### src/rtl/fp8_accumulator.sv
// rtl/fp8_accumulator.sv - sums N_TERMS fp8 minifloat terms exactly, then rounds to one fp8 result
// Format: [7] sign, [6:4] exponent (bias 3), [3:0] mantissa; accumulator LSB is 2^-6.
module fp8_accumulator #(
   parameter int N_TERMS = 4
) (
   input  logic       clk,
   input  logic       rst,
   input  logic [7:0] input_a,
   input  logic       input_a_stb,
   output logic       input_ready,
   output logic [7:0] output_z,
   output logic       output_z_stb
);
   localparam int ACC_W = 11 + $clog2(N_TERMS);
   localparam int CNT_W = $clog2(N_TERMS + 1);
   localparam int EXP_W = $clog2(ACC_W) + 2;

   typedef enum logic [2:0] {
      S_ACCUM, S_LOAD, S_SHIFT, S_ROUND, S_PACK, S_PUT, S_CLEAR
   } state_t;

   state_t             r_state, w_next;
   logic [ACC_W-1:0]   r_acc;
   logic [CNT_W-1:0]   r_cnt;
   logic               r_nan, r_pinf, r_ninf;
   logic [ACC_W-1:0]   r_mag;
   logic               r_zs, r_guard, r_sticky;
   logic [EXP_W-1:0]   r_exp;
   logic [7:0]         r_z;
   logic [7:0]         r_out_z;
   logic               r_out_stb;

   logic [2:0]         w_e;
   logic [3:0]         w_m;
   logic [ACC_W-1:0]   w_mag, w_term;
   logic               w_nan, w_pinf, w_ninf;
   logic               w_rup;
   logic [5:0]         w_rnd;
   logic [EXP_W-1:0]   w_exp_n;
   logic [7:0]         w_pack;

   assign w_e = input_a[6:4];
   assign w_m = input_a[3:0];

   // Term decode into signed fixed point; infinities contribute zero magnitude and only set flags.
   always_comb begin
      w_mag  = '0;
      w_nan  = 1'b0;
      w_pinf = 1'b0;
      w_ninf = 1'b0;
      if (w_e == 3'd0) begin
         w_mag = ACC_W'(w_m);
      end else if (w_e == 3'd7) begin
         if (w_m != 4'd0) w_nan = 1'b1;
         else if (input_a[7]) w_ninf = 1'b1;
         else w_pinf = 1'b1;
      end else begin
         w_mag = ACC_W'({1'b1, w_m}) << (w_e - 3'd1);
      end
      w_term = input_a[7] ? (~w_mag + 1'b1) : w_mag;
   end

   assign w_rup   = r_guard & (r_sticky | r_mag[0]);
   assign w_rnd   = {1'b0, r_mag[4:0]} + {5'd0, w_rup};
   assign w_exp_n = r_exp + {{(EXP_W-1){1'b0}}, r_mag[4]};

   always_comb begin
      w_pack = {r_zs, r_exp[2:0], r_mag[3:0]};
      if (r_nan || (r_pinf && r_ninf)) w_pack = 8'hF8;
      else if (r_pinf)                 w_pack = 8'h70;
      else if (r_ninf)                 w_pack = 8'hF0;
      else if (r_acc == '0)            w_pack = 8'h00;
      else if (r_exp >= EXP_W'(7))     w_pack = {r_zs, 7'h70};
   end

   always_ff @(posedge clk) begin
      if (rst) r_state <= S_ACCUM;
      else     r_state <= w_next;
   end

   always_comb begin
      w_next      = r_state;
      input_ready = 1'b0;
      case (r_state)
         S_ACCUM: begin
            input_ready = 1'b1;
            if (input_a_stb && (r_cnt == CNT_W'(N_TERMS - 1))) w_next = S_LOAD;
         end
         S_LOAD:  w_next = S_SHIFT;
         S_SHIFT: if (r_mag < ACC_W'(32)) w_next = S_ROUND;
         S_ROUND: w_next = S_PACK;
         S_PACK:  w_next = S_PUT;
         S_PUT:   w_next = S_CLEAR;
         S_CLEAR: w_next = S_ACCUM;
         default: w_next = S_ACCUM;
      endcase
   end

   always_ff @(posedge clk) begin
      if (rst) begin
         r_acc     <= '0;
         r_cnt     <= '0;
         r_nan     <= 1'b0;
         r_pinf    <= 1'b0;
         r_ninf    <= 1'b0;
         r_mag     <= '0;
         r_zs      <= 1'b0;
         r_guard   <= 1'b0;
         r_sticky  <= 1'b0;
         r_exp     <= '0;
         r_z       <= 8'h00;
         r_out_z   <= 8'h00;
         r_out_stb <= 1'b0;
      end else begin
         case (r_state)
            S_ACCUM: if (input_a_stb) begin
               r_acc  <= r_acc + w_term;
               r_cnt  <= r_cnt + 1'b1;
               r_nan  <= r_nan  | w_nan;
               r_pinf <= r_pinf | w_pinf;
               r_ninf <= r_ninf | w_ninf;
            end
            S_LOAD: begin
               r_mag    <= r_acc[ACC_W-1] ? (~r_acc + 1'b1) : r_acc;
               r_zs     <= r_acc[ACC_W-1];
               r_guard  <= 1'b0;
               r_sticky <= 1'b0;
               r_exp    <= '0;
            end
            S_SHIFT: if (r_mag >= ACC_W'(32)) begin
               r_mag    <= r_mag >> 1;
               r_guard  <= r_mag[0];
               r_sticky <= r_sticky | r_guard;
               r_exp    <= r_exp + 1'b1;
            end
            // Rounding carry out of the 5-bit significand renormalises to 16 with one more exponent.
            S_ROUND: begin
               if (w_rnd == 6'd32) begin
                  r_mag <= ACC_W'(16);
                  r_exp <= w_exp_n + 1'b1;
               end else begin
                  r_mag <= ACC_W'(w_rnd);
                  r_exp <= w_exp_n;
               end
            end
            S_PACK: r_z <= w_pack;
            S_PUT: begin
               r_out_z   <= r_z;
               r_out_stb <= 1'b1;
            end
            S_CLEAR: begin
               r_out_stb <= 1'b0;
               r_acc     <= '0;
               r_cnt     <= '0;
               r_nan     <= 1'b0;
               r_pinf    <= 1'b0;
               r_ninf    <= 1'b0;
            end
            default: ;
         endcase
      end
   end

   assign output_z     = r_out_z;
   assign output_z_stb = r_out_stb;
endmodule

### config.mk
export PLATFORM = sky130hd
export DESIGN_NAME = fp8_accumulator
export DESIGN_NICKNAME = d
export VERILOG_FILES = /design/src/rtl/fp8_accumulator.sv
export SDC_FILE = /design/constraint.sdc
export NUM_CORES = 1
export LEC_CHECK = 0
export CAP_MARGIN = 10
export CORE_MARGIN = 5
export CORE_UTILIZATION = 25
export CTS_BUF_LIST = sky130_fd_sc_hd__clkbuf_4
export DETAILED_ROUTE_END_ITERATION = 12
export PLACE_DENSITY = 0.47
export SYNTH_ARGS = -nofsm -noshare
export SYNTH_HDL_FRONTEND = slang
export SYNTH_SLANG_ARGS = --single-unit
### constraint.sdc
create_clock -name clk -period 8.23 [get_ports clk]
set_clock_uncertainty 0.05 [all_clocks]
set_input_delay 1.2345 -clock clk [delete_from_list [all_inputs] [get_ports clk]]
set_output_delay 1.2345 -clock clk [all_outputs]
set_load 0.01 [all_outputs]
==> impl_metrics.ini, run 1 <==
[synthesis]
synth_edf_count = 0
syn-instance-count = 577
yosys-top-cells-area = dfxtp_1, ha_1, nor2_1
synth_nets = 617
ys_ff_latch = 61
yosysUniqueCellTypes = 71
synthArstFlopShare = 0
yosys_warnings = 0
yosysTopAreaCell = dfxtp_1
synthFlopType = dfxtp_1
ys_seq_area_frac = 0.270
synth_top_area_share = 0.270
syn_area_um2 = 4520
syn_avg_cell_area_um2 = 7.83

[timing]
max_freq_mhz = 185
tightest_slew_ns = 0.897
relSlewSlack = 0.400
layout_min_cycle_time_ns = 5.42
setup_tns_ns = 0
grt_setup_unrepaired = false
setup_viol = 0
min_period_over_period = 0.659
final-hold-violation-count = 0
finalMaxSlewViolations = 0
holdWs_ns = 0.415

[layout]
final_util = 0.276
area_delta_synth_final_pct = 9.30
drive_gt1_frac = 0.0550
layout_common_cells = nor2_1, dfxtp_1, nand2_1
fin_nets = 619
layout_commonest_cell = nor2_1

[power]
max-vdd-ir-drop_v = 0.0000583
p_seq_frac = 0.431
p_clk_frac = 0.204
p_comb_frac = 0.365
p_per_area_nw_per_um2 = 163
p_int_uw = 497
switching_share = 0.383
power_switching_uw = 308
power.leakage_nw = 1.90

[floorplan]
dieArea_um2 = 20900
ioPinCount = 21
start_util = 0.252
fp.dieW_um = 144
row_count = 49
die_h_um = 144
core-area_um2 = 17900

[cts]
cts_sinks = 61
root_buffer = clkbuf_4
hold_buffers = 0
clk_path_buf_depth = 2
ctsResizeCount = 0
cts.htree.levels = 3
clkLatencyLatePin_ns = 0.41
cts.clk_slew.worst_paths_ns = 0.10
cts_tree = done
cts_setup_buffers = 0
cts-buffers-inserted = 9

[setup_path]
path_class = primary input to flip-flop
ff2ff_setup_slack_ns = 5.53
crit_required_ns = 8.54
end_kind = flip-flop
worstPathArrival_ns = 5.73
worst-path-max-fanout = 11
critPathLaunchType = primary input

[run_status]
status = completed

[min_path]
hold_class = flip-flop to flip-flop

[flow_run]
drv_cap = 0

[detailed_routing]
drc = 0
drt-total-wl_um = 12300
avgViaCountPerCell = 5.17
initialDrtViolationCount = 228
wl_per_cell_um = 15.1
vias = 4195
ant_nets = 0
dr.pass1.iters = 4

[global_routing]
antenna_found_initial = 1
grt_usage = 0.121
grt_start_max_net_pins = 58
first_global_vias = 3962
grt_overflow = 0
grt_first_pass_wirelength_um = 20500

[place]
globalplace.congestion = 0.857
dpl.hpwl_um = 9140
port_buffers = 20
synthesized netlist by cell type (3+ instances only):
library cell / number
nor2_1: 73
dfxtp_1: 61
nand2_1: 59
a21oi_1: 37
ha_1: 28
o21ai_0: 28
clkbuf_1: 21
nor3_1: 21
mux2i_1: 18
xnor2_1: 18
xor2_1: 17
inv_1: 15
nand3_1: 15
nand2b_1: 10
a221oi_1: 9
a22oi_1: 9
and2_1: 9
a21o_1: 8
nor4_1: 8
or3_1: 6
a211oi_1: 5
a31oi_1: 5
nand3b_1: 5
nor2b_1: 5
o22ai_1: 5
or4_1: 5
buf_6: 4
o21a_1: 4
a32oi_1: 3
mux2_2: 3
nand4b_1: 3
nor3b_1: 3
o211ai_1: 3
o21ai_1: 3
o22a_1: 3
kinds of logic after synthesis:
kind of cell,after synthesis,synth area share
simple gates,236,0.261
compound gates,147,0.218
flops,61,0.270
buf+inv,47,0.0512
xor+xnor,35,0.0678
fa+ha+maj,29,0.0820
mux,22,0.0507
layer usage:
metal / global-route usage / share of wire
met4: 0.0452 / 0.016
met2: 0.197 / 0.47
met5: 0 / 0
met1: 0.166 / 0.48
met3: 0.0139 / 0.033
area by class of cell:
type	instances	area [um2]
sequential	61	1220
fill	1968	13000
antenna	1	2.50
multi-input combinational	469	3070
timing repair buffer	22	210
clock inverter	4	17.5
inverter	16	60.1
tap	229	287
clock buffer	10	75.1
worst max-delay path, cell delays in order:
cell             delay, ns
clkdlybuf4s50_1       0.69
inv_2                 0.16
ha_1                  0.28
ha_1                  0.43
and3_1                0.23
o211a_1               0.25
a211oi_1              0.36
o2111ai_1             0.26
a21o_1                0.21
nand2_1               0.08
xnor2_1               0.08
ha_1                  0.34
and3_1                0.20
o211ai_1              0.12
and3b_1               0.20
or4_1                 0.51
nand4_1               0.08
registers in the layout, summed over array words and instances (netlist names):
register,count
output_z,8
output_z_stb,1
r_acc,13
r_cnt,3
r_exp,6
r_guard,1
r_mag,13
r_nan,1
r_ninf,1
r_pinf,1
r_state,3
r_sticky,1
r_z,8
r_zs,1
worst paths after layout:
path                                                start                   endpoint  cells after the start
worst min-delay path            output_z_stb$_SDFFE_PP0P_  output_z_stb$_SDFFE_PP0P_                      2
worst max register to register      r_mag[0]$_SDFFE_PP0P_      r_exp[2]$_SDFFE_PP0P_                     10
worst min register to register  output_z_stb$_SDFFE_PP0P_  output_z_stb$_SDFFE_PP0P_                      2
worst max-delay path                           input_a[4]     r_acc[12]$_SDFFE_PP0P_                     17
per-stage QoR:
stage	power, mW	setup slack (ns)	cells	instance area, um2
after floorplan	0.573	3.41	577	4520
after global placement	0.644	2.52	797	4840
after detailed placement	0.643	2.41	797	4840
after CTS	0.811	2.85	811	4940
after global routing	0.868	2.47	812	4940
final	0.805	2.81	812	4940
power by group through the flow:
| stage | registers, mW | clock network (mW) | logic, mW |
|---|---|---|---|
| final | 0.347 | 0.165 | 0.294 |
| after global routing | 0.349 | 0.189 | 0.330 |
| after CTS | 0.346 | 0.173 | 0.292 |
| after detailed placement | 0.353 | 0 | 0.291 |
| after global placement | 0.353 | 0 | 0.291 |
| after floorplan | 0.336 | 0 | 0.237 |
Power figures use the tool's default switching activity.
==> run 2, diff against run 1 <==
Clock period 8.23 ns to 5.54 ns, I/O delays scaled along.
==> run 2 against run 1 <==
  * Via count fell by 1.1%
  * Sequential power rose by 48%
  * Sequential cell count did not move
  * Die area did not move
  * First-iteration DRC count fell by 16%
  * Wire length rose by 1.4%
  * Core utilization rose by 0.084 points
  * Sequential share of layout area fell by 0.075 points
  * Hold slack improved by 0.0030 ns
  * Power rose by 49%
  * Non-clock buffer count rose by 2
==> impl_metrics.ini, run 2 (synthesis results as in run 1) <==
[setup_path]
path_class = primary input to flip-flop
r2r_start = r_acc[0]$_SDFFE_PP0P_
critPathLaunchType = primary input
worst-path-max-fanout = 11
end_kind = flip-flop
worstPathArrival_ns = 5.10
r2r_end = r_acc[12]$_SDFFE_PP0P_
ff2ff_setup_slack_ns = 2.85
crit_required_ns = 5.85
ff2ff_path_depth = 9

[timing]
worst_slack_ns = 0.751
relSlewSlack = 0.447
grt_setup_unrepaired = false
setup_tns_ns = 0
max_freq_mhz = 209
final-hold-violation-count = 0
tightest_slew_ns = 0.827
finalMaxSlewViolations = 0
min_period_over_period = 0.864
setup_viol = 0
layout_min_cycle_time_ns = 4.79

[min_path]
hold_class = flip-flop to flip-flop
hp-start = output_z_stb$_SDFFE_PP0P_
worstHoldPathCells = 2
min_to = output_z_stb$_SDFFE_PP0P_

[layout]
final-seq-area_um2 = 1220
largestRegisters = r_acc x13, r_mag x13
layout_commonest_cell = nor2_1
fillCellCount = 1927
multi_input_area_um2 = 3070
layout_common_cells = nor2_1, dfxtp_1, nand2_1
fin_nets = 621
final_util = 0.277
area_delta_synth_final_pct = 9.63
drive_gt1_frac = 0.0582

[floorplan]
die_h_um = 144
fp.dieW_um = 144
dieArea_um2 = 20900
start_util = 0.252
row_count = 49
core-area_um2 = 17900
ioPinCount = 21

[detailed_routing]
wl_per_cell_um = 15.3
avgViaCountPerCell = 5.10
dr.pass1.iters = 4
ant_nets = 0
drc = 0
vias = 4148
drt-total-wl_um = 12500
initialDrtViolationCount = 191

[cts]
cts_setup_buffers = 0
cts-buffers-inserted = 9
cts_tree = done
cts_sinks = 61
cts.clk_slew.worst_paths_ns = 0.10
clk_path_buf_depth = 2
cts.htree.levels = 3
root_buffer = clkbuf_4
ctsResizeCount = 0
hold_buffers = 0
clkLatencyLatePin_ns = 0.42

[global_routing]
antenna_found_initial = 1
grt_usage = 0.124
grt_first_pass_wirelength_um = 20900
grt_start_max_net_pins = 58
grt_overflow = 0
first_global_vias = 4151

[place]
port_buffers = 20
globalplace.congestion = 0.869
pre_cts_ws_ns = 0.390
dpl.hpwl_um = 9230

[flow_run]
drv_cap = 0

[power]
max-vdd-ir-drop_v = 0.0000867
power.leakage_nw = 1.91
p_per_area_nw_per_um2 = 243

[run_status]
status = completed
==> run 2: changes by cell type in the layout (fill, tap and decap cells not counted), sizes merged <==
cell  previous run  this run
buf              3         5
==> run 2: critical path: stages <==
cell and delay, ns:
clkdlybuf4s50_1 0.49, inv_2 0.09, ha_1 0.27, ha_1 0.44, and2_1 0.23, a32oi_1 0.28, ha_1 0.21, o311a_1 0.25
o211ai_2 0.14, nand2_1 0.13, xnor2_1 0.13, ha_1 0.40, a21o_1 0.17, a21o_1 0.17, nor3_1 0.07, and3b_1 0.19
or4_1 0.51, nand4_1 0.09
==> run 2: metrics by stage <==
| step | cells | total power [mW] | hold WS [ns] | area (um2) |
|---|---|---|---|---|
| floorplan | 577 | 0.851 | 0.390 | 4520 |
| global placement | 799 | 0.953 | 0.398 | 4860 |
| detailed placement | 799 | 0.958 | 0.402 | 4860 |
| CTS | 813 | 1.21 | 0.424 | 4950 |
| global route | 814 | 1.29 | 0.459 | 4950 |
| finish | 814 | 1.20 | 0.418 | 4950 |
==> run 2: metal layers <==
metal	part of all wire	track usage	up-vias	wire length [um]
met5	0	0	-	0
met4	0.013	0.0412	0	161
met3	0.024	0.0152	11	301
met2	0.47	0.206	59	5890
met1	0.49	0.166	1982	6110
li1	-	-	2096	-
==> run 2: how the worst max path moves through the flow <==
stage               start                endpoint  slack [ns]  depth (start not counted)
2_1_floorplan  input_a[4]  r_acc[12]$_SDFFE_PP0P_        1.13                         19
3_3_place_gp   input_a[4]  r_acc[12]$_SDFFE_PP0P_        0.53                         18
3_5_place_dp   input_a[4]  r_acc[12]$_SDFFE_PP0P_        0.39                         18
4_1_cts        input_a[4]  r_acc[12]$_SDFFE_PP0P_        0.80                         18
5_1_grt        input_a[4]  r_acc[12]$_SDFFE_PP0P_        0.47                         17
6_report       input_a[4]  r_acc[12]$_SDFFE_PP0P_        0.75                         18
==> run 2: layout make-up <==
type                       instances  share of cell area
clock buffer                      10              0.0152
inverter                          16              0.0121
multi-input combinational        469               0.619
antenna                            1            0.000505
sequential                        61               0.246
tap                              229              0.0578
clock inverter                     4             0.00354
timing repair buffer              24              0.0455
==> run 2: power breakdown <==
part           switching (mW)  internal, mW  leakage [nW]  total (mW)
clock network           0.162        0.0881        0.0570       0.250
registers              0.0486         0.463         0.494       0.512
logic                   0.253         0.188          1.36       0.441
total                   0.463         0.740          1.91        1.20
==> run 3, diff against run 2 <==
Settings changed: CORE_MARGIN 5 to 3.
==> run 3 against run 2 <==
  * Wire length fell by 0.30%
  * Core utilization up 0.73 points
  * Critical path type unchanged
  * Worst setup slack improved by 0.13 ns
  * Sequential cell count is the same
  * Final cell count fell by 0.37%
==> impl_metrics.ini, run 3 (synthesis results as in run 1) <==
[layout]
drive_gt1_frac = 0.0614
diodes = 0
layout_common_cells = nor2_1, dfxtp_1, nand2_1
final_util = 0.284
fin_nets = 621
layout_commonest_cell = nor2_1
area_delta_synth_final_pct = 9.86
largestRegisters = r_acc x13, r_mag x13

[setup_path]
cp_slowest_cell = clkdlybuf4s50_1
path_class = primary input to flip-flop
worst_path_most_repeated_cell = ha_1
end_kind = flip-flop
critPathLaunchType = primary input
crit_required_ns = 5.88
worstPathArrival_ns = 4.99
cp_cell_sequence = clkdlybuf4s50_1, inv_2, ha_1, ha_1, and2_1, a32oi_1, ha_1, o311a_1, o211ai_2, nand2_1, xnor2_1, ha_1, a21o_1, a21o_1, nor3_1, and3b_1, or4_1, nand4_1
cpPeakStageDelay_ns = 0.50
worst-path-max-fanout = 11

[timing]
finalMaxSlewViolations = 0
final-hold-violation-count = 0
worst_slack_ns = 0.884
max_freq_mhz = 215
tightest_slew_ns = 0.895
min_period_over_period = 0.840
layout_min_cycle_time_ns = 4.66
grt_setup_unrepaired = false
setup_tns_ns = 0
setup_viol = 0
relSlewSlack = 0.401

[global_routing]
grt_use_met1 = 0.171
busiest_layer = met2
grt_start_max_net_pins = 58
use_met3 = 0.0287
use_met2 = 0.206
grt_first_pass_wirelength_um = 20900
grt_overflow = 0
first_global_vias = 4101
antenna_found_initial = 0
grt_usage = 0.130

[detailed_routing]
drt-total-wl_um = 12400
ant_nets = 0
vias = 4212
avgViaCountPerCell = 5.19
dr.pass1.iters = 4
wl_per_cell_um = 15.3
drc = 0
initialDrtViolationCount = 219

[flow_run]
drv_cap = 0

[floorplan]
die_h_um = 140
row_count = 48
start_util = 0.259
core-area_um2 = 17500
dieArea_um2 = 19700
ioPinCount = 21
fp.dieW_um = 140

[cts]
cts.htree.levels = 3
ctsResizeCount = 0
root_buffer = clkbuf_4
clkLatencyLatePin_ns = 0.44
cts.clk_slew.worst_paths_ns = 0.10
cts_tree = done
clk_path_buf_depth = 2
cts_sinks = 61
cts_setup_buffers = 0
cts-buffers-inserted = 9
hold_buffers = 0

[power]
max-vdd-ir-drop_v = 0.0000746
total_power_mw = 1.22
power.leakage_nw = 1.91
p_per_area_nw_per_um2 = 245

[place]
pre_cts_ws_ns = 0.454
port_buffers = 20
dpl.hpwl_um = 9140
globalplace.congestion = 0.919

[run_status]
status = completed

[min_path]
hold_class = flip-flop to flip-flop
run 3: cell count changes in the layout (fill, tap and decap cells not counted):
cell,delta
clkinv_2,-1
clkinvlp_4,+2
diode_2,-1
clkbuf_4,+1
run 3: area by class of cell:
cell class	instances	area, um2
Fill cell	1907	12500
Sequential cell	61	1220
Timing Repair Buffer	24	225
Tap cell	225	282
Clock inverter	5	27.5
Multi-Input combinational cell	469	3070
Inverter	16	60.1
Clock buffer	11	82.6
run 3: per-layer routing:
layer,up-vias,share of wire
met5,-,0
met4,0,0.025
met3,26,0.040
met2,90,0.45
met1,1985,0.48
li1,2111,-
run 3: through the flow:
step	cells	cell area [um2]	hold WS (ns)
floorplan	577	4520	0.390
detailed placement	795	4850	0.399
CTS	811	4960	0.416
global placement	795	4850	0.393
global route	811	4960	0.432
finish	811	4960	0.414
run 3: final timing paths:
check | start | endpoint | slack, ns | depth (start not counted)
max | input_a[4] | r_acc[12]$_SDFFE_PP0P_ | 0.88 | 18
min | output_z_stb$_SDFFE_PP0P_ | output_z_stb$_SDFFE_PP0P_ | 0.41 | 2
max reg2reg | r_mag[0]$_SDFFE_PP0P_ | r_exp[2]$_SDFFE_PP0P_ | 2.77 | 10
min reg2reg | output_z_stb$_SDFFE_PP0P_ | output_z_stb$_SDFFE_PP0P_ | 0.41 | 2
run 3: worst max-delay path: cells and delay by family:
family                   cells  cell delay, ns
XOR/XNOR                     1            0.10
AO/OA/AOI/OAI                5            1.02
buffers and inverters        2            0.60
adder cells (fa/ha/maj)      4            1.24
AND/OR/NAND/NOR              6            1.19
run 3: report_power, final:
group          switching, mW  internal (mW)
combinational          0.247          0.188
sequential            0.0459          0.464
clock                  0.174         0.0983
